[src/rtl/fetch_stage.sv]
// Instruction-fetch front end: program counter, IF/ID register and return-address stack.
// Redirects flush one wrong-path slot; stall freezes every piece of state.
module fetch_stage #(
  parameter int PC_W        = 12,
  parameter int INST_W      = 19,
  parameter int STACK_DEPTH = 8
) (
  input  logic                         clk,
  input  logic                         reset,
  input  logic                         stall,
  input  logic [1:0]                   pc_mux,
  input  logic                         push,
  output logic [PC_W-1:0]              fetch_pc,
  input  logic [INST_W-1:0]            mem_instruction,
  output logic [INST_W-1:0]            IF_ID_instruction,
  output logic [PC_W-1:0]              IF_ID_pc,
  output logic                         IF_ID_valid,
  output logic [$clog2(STACK_DEPTH):0] stack_depth,
  output logic                         stack_err
);

  localparam int IDX_W   = $clog2(STACK_DEPTH);
  localparam int DEPTH_W = IDX_W + 1;

  logic [PC_W-1:0]    pc_p0;
  logic [INST_W-1:0]  instr_p1;
  logic [PC_W-1:0]    pc_p1;
  logic               vld_p1;
  logic [DEPTH_W-1:0] depth_q;
  logic               err_q;
  logic [PC_W-1:0]    stack_mem [STACK_DEPTH];

  logic [1:0]         sel;
  logic               do_push;
  logic [PC_W-1:0]    base;
  logic [PC_W-1:0]    top;
  logic [PC_W-1:0]    target;
  logic [IDX_W-1:0]   top_idx;
  logic [IDX_W-1:0]   stk_widx;
  logic               stk_we;
  logic               stk_empty;
  logic               stk_full;

  function automatic logic [PC_W-1:0] rel_target(input logic [PC_W-1:0] b,
                                                 input logic [7:0]      off);
    logic signed [PC_W-1:0] ext;
    ext = {{(PC_W-8){off[7]}}, off};
    return b + ext;
  endfunction

  // Redirect decode: controls from ID only count when the IF/ID slot holds a real instruction
  always_comb begin
    sel       = vld_p1 ? pc_mux : 2'b00;
    do_push   = vld_p1 & push;
    base      = pc_p1 + PC_W'(1);
    stk_empty = (depth_q == '0);
    stk_full  = (depth_q == DEPTH_W'(STACK_DEPTH));
    top_idx   = depth_q[IDX_W-1:0] - IDX_W'(1);
    top       = stack_mem[top_idx];
    case (sel)
      2'b01:   target = rel_target(base, instr_p1[7:0]);
      2'b10:   target = instr_p1[PC_W-1:0];
      2'b11:   target = stk_empty ? '0 : top;
      default: target = pc_p0 + PC_W'(1);
    endcase
    stk_we   = 1'b0;
    stk_widx = depth_q[IDX_W-1:0];
    if (!reset && !stall && do_push) begin
      if (sel == 2'b10 && !stk_full) begin
        stk_we = 1'b1;
      end else if (sel == 2'b11 && !stk_empty) begin
        stk_we   = 1'b1;
        stk_widx = top_idx;
      end
    end
  end

  // Stage p0 -> p1: PC update and IF/ID capture
  always_ff @(posedge clk) begin
    if (reset) begin
      pc_p0    <= '0;
      instr_p1 <= '0;
      pc_p1    <= '0;
      vld_p1   <= 1'b0;
      depth_q  <= '0;
      err_q    <= 1'b0;
    end else if (!stall) begin
      pc_p0 <= target;
      pc_p1 <= pc_p0;
      if (sel == 2'b00) begin
        instr_p1 <= mem_instruction;
        vld_p1   <= 1'b1;
      end else begin
        instr_p1 <= '0;
        vld_p1   <= 1'b0;
      end
      if (sel == 2'b10 && do_push) begin
        if (stk_full) err_q   <= 1'b1;
        else          depth_q <= depth_q + DEPTH_W'(1);
      end else if (sel == 2'b11) begin
        if (stk_empty)     err_q   <= 1'b1;
        else if (!do_push) depth_q <= depth_q - DEPTH_W'(1);
      end
    end
  end

  always_ff @(posedge clk) begin
    if (stk_we) stack_mem[stk_widx] <= base;
  end

  assign fetch_pc          = pc_p0;
  assign IF_ID_instruction = instr_p1;
  assign IF_ID_pc          = pc_p1;
  assign IF_ID_valid       = vld_p1;
  assign stack_depth       = depth_q;
  assign stack_err         = err_q;

endmodule

[config.mk]
export PLATFORM = sky130hd
export DESIGN_NAME = fetch_stage
export DESIGN_NICKNAME = d
export VERILOG_FILES = /design/src/rtl/fetch_stage.sv
export SDC_FILE = /design/constraint.sdc
export NUM_CORES = 1
export LEC_CHECK = 0
export ABC_AREA = 1
export CELL_PAD_IN_SITES_DETAIL_PLACEMENT = 1
export CELL_PAD_IN_SITES_GLOBAL_PLACEMENT = 2
export CORE_UTILIZATION = 39
export CTS_BUF_LIST = sky130_fd_sc_hd__clkbuf_4 sky130_fd_sc_hd__clkbuf_8
export CTS_CLUSTER_SIZE = 28
export DETAILED_ROUTE_END_ITERATION = 10
export PLACE_DENSITY_LB_ADDON = 0.1
export SLEW_MARGIN = 15
export SYNTH_ARGS = -nofsm -noshare
export SYNTH_HDL_FRONTEND = slang
export SYNTH_SLANG_ARGS = --single-unit
[constraint.sdc]
create_clock -name clk -period 6.25 [get_ports clk]
set_input_delay 1.25 -clock clk [delete_from_list [all_inputs] [get_ports clk]]
set_output_delay 1.25 -clock clk [all_outputs]
set_load 0.02 [all_outputs]
==> impl_metrics.json <==
{
  "outcome": "complete, no violations",
  "hp-class": "flip-flop to flip-flop",
  "max-cap-violations": 0,
  "fin_ws_ns": 2.54,
  "max-vdd-ir-drop_mv": 0.136,
  "critical_path_class": "input pin to flip-flop",
  "fin_worst_skew_ns": 0.0137,
  "synth_top_area_share_pct": 40.9,
  "drive_gt1_share_pct": 8.40,
  "layout_common_cells": "126 x nand2_1, 114 x nor2_1, 96 x edfxtp_1, 73 x clkdlybuf4s50_1, 66 x o21ai_0",
  "cts_hold_buffers": 0,
  "slew_headroom_pct": 30.2,
  "syn_to_final_growth_pct": 19.4,
  "cp-start-kind": "input pin",
  "reg2reg_setup_slack_ns": 2.82,
  "r2r-end": "stack_mem[0][4]$_DFFE_PP_",
  "synth_area_leaders": "edfxtp_1 41%, dfxtp_1 14%, nand2_1 6.7%",
  "crit_chain": "clkdlybuf4s50_1 -> nand3_1 -> a21oi_4 -> nand3_4 -> xor2_1 -> clkinv_1 -> nand2_1 -> nor2_1",
  "grt_setup_unrepaired": "no",
  "synth_edf_count": 96,
  "ys_ff_latch": 145,
  "yosysTopAreaCell": "edfxtp_1",
  "drt_wl_total_microns": 21600,
  "final_hold_viol_count": 0,
  "clkSinkCount": 145,
  "clkLatencyLatePin_ns": 0.47,
  "synthCells": 774,
  "cp-end-kind": "flip-flop",
  "cts_resized": 0,
  "place_ws_ns": 2.08,
  "cts_buffer_depth": 2,
  "fin_crit_ns": 3.71,
  "p_leak_nw": 3.19,
  "layout.nets": 887,
  "gr-usage-met3_pct": 4.03,
  "dp_hpwl_microns": 15700,
  "r2r_start": "stack_depth[0]$_SDFFE_PP0P_",
  "first_global_vias": 5919,
  "cp_slowest_cell": "nor2_1",
  "synth_area_sq_mm": 0.00705,
  "core_area_sq_mm": 0.0175,
  "wire_per_inst_microns": 20.0,
  "num_rows": 48,
  "min_to": "IF_ID_instruction[14]$_SDFFE_PP0N_",
  "die-area_sq_mm": 0.0186,
  "required_ns": 6.33,
  "crit_fanout": 13,
  "dpl_cell_area_sq_mm": 0.00797,
  "synth_warnings": 0,
  "async_reset_ff_share_pct": 0,
  "fp.dieH_microns": 136,
  "layout_commonest_cell": "nand2_1",
  "whs_path_depth": 2,
  "grt_pass1_wl_microns": 33400,
  "worst_ep_arrival_time_ns": 3.79,
  "grt_usage_pct": 24.6,
  "clkTransAtPathRegs_ns": 0.09,
  "tns_ns": 0,
  "globalRouteMet2Util_pct": 41.5,
  "ys.flop_type": "edfxtp_1",
  "avgSynthCellArea_sq_um": 9.11,
  "drtPass1Iterations": 5,
  "max_freq_mhz": 270,
  "via_per_inst": 5.41,
  "r2r_cells": 7,
  "yosysSeqAreaShare_pct": 54.8,
  "setup_viol": 0,
  "overflow": 0,
  "critPathLaunch": "pc_mux[1]",
  "finalCritPeriodShare_pct": 59.3,
  "final_area_sq_mm": 0.00842,
  "port_buffers": 73,
  "worstHoldStart": "IF_ID_instruction[14]$_SDFFE_PP0N_",
  "drv_slew": 0,
  "grtUsageMet1_pct": 32.2,
  "n_antenna_cell": 0,
  "postSynthNetCount": 817,
  "vias": 5854,
  "ys_types": 46,
  "slowest_delay_ns": 0.82,
  "gp_congestion": 0.894,
  "grt_max_degree": 54,
  "cts-buffers-inserted": 17,
  "grt_busiest_layer": "met2",
  "h-tree-depth": 4,
  "io_pins": 74,
  "cts_tree": "yes",
  "ant_nets": 0,
  "post-cts-setup-buffers": 0,
  "drc": 0,
  "initial_utilization_pct": 40.3,
  "power.density_mw_per_mm2": 252,
  "cts_root_buffer": "clkbuf_8",
  "drtIter0Drc": 391,
  "antenna_found_initial": 0,
  "tightest_slew_ns": 1.04,
  "die_x_microns": 136
}
-- Yosys cell counts (3+ instances only) --
library cell  number
a21oi_1           53
a31oi_1            6
buf_2             10
buf_4              6
clkbuf_1          14
clkinv_1           4
dfxtp_1           49
edfxtp_1          96
ha_1              16
inv_1             58
inv_2              6
nand2_1          126
nand2_2            3
nand3_1           43
nand4_1            8
nor2_1           114
nor2_2             4
nor3_1             3
o211ai_1          14
o21ai_0           66
o21ai_1           20
o21ai_2            3
o221ai_1           5
o22ai_1            7
or2_2              3
xor2_1            10
-- how the worst max path moves through the flow --
stage / slack, ns / endpoint / depth (start not counted)
finish: 2.54 / stack_mem[6][7]$_DFFE_PP_ / 8
global route: 2.38 / stack_mem[6][4]$_DFFE_PP_ / 8
CTS: 2.57 / stack_mem[0][7]$_DFFE_PP_ / 8
detailed placement: 2.08 / stack_mem[0][5]$_DFFE_PP_ / 8
global placement: 2.21 / stack_mem[6][10]$_DFFE_PP_ / 8
floorplan: 3.27 / stack_mem[7][0]$_DFFE_PP_ / 6
-- final cells by class --
class,count,area [sq um]
clock buffers,17,234
fillers,2017,9060
multi-input cells,528,2750
inverters,69,262
clock inverters,15,219
well taps,225,282
flip-flops and latches,145,3860
repair buffers,83,806
-- critical path, delay by kind of cell --
kind,cells,cell delay [ns]
AND/OR/NAND/NOR,4,1.34
XOR/XNOR,1,0.20
buffers and inverters,2,0.59
AO/OA/AOI/OAI,1,0.41
-- layer usage --
metal,vias up,wire (microns)
li1,2794,-
met1,2883,9800
met2,155,10600
met3,22,920
met4,0,306
met5,-,0
-- kinds of logic after synthesis --
family | count (synthesis) | share of synthesized area (%)
compound gates | 185 | 15.1
flops | 145 | 54.8
xor+xnor | 13 | 1.72
buf+inv | 101 | 6.12
fa+ha+maj | 18 | 3.41
simple gates | 312 | 18.8
-- registers in the layout (all words and copies together), names as in the netlist --
| name | flops |
|---|---|
| stack_depth | 4 |
| IF_ID_valid | 1 |
| stack_mem | 96 |
| IF_ID_instruction | 19 |
| IF_ID_pc | 12 |
| stack_err | 1 |
| fetch_pc | 12 |
-- through the flow --
step | hold slack, ns | std cells | utilization (%) | power [mW]
after floorplan | 0.545 | 774 | - | 1.21
after global placement | 0.456 | 1050 | 45.6 | 1.31
after CTS | 0.482 | 1082 | 48.2 | 2.14
after detailed placement | 0.465 | 1050 | 45.6 | 1.32
final | 0.474 | 1082 | 48.2 | 2.12
after global routing | 0.511 | 1082 | 48.2 | 2.19
-- power by group --
group	switching, mW	total (mW)	internal [mW]
Clock	0.415	0.831	0.416
Sequential	0.0277	1.07	1.04
Combinational	0.137	0.224	0.0868
Power figures use the tool's default switching activity.
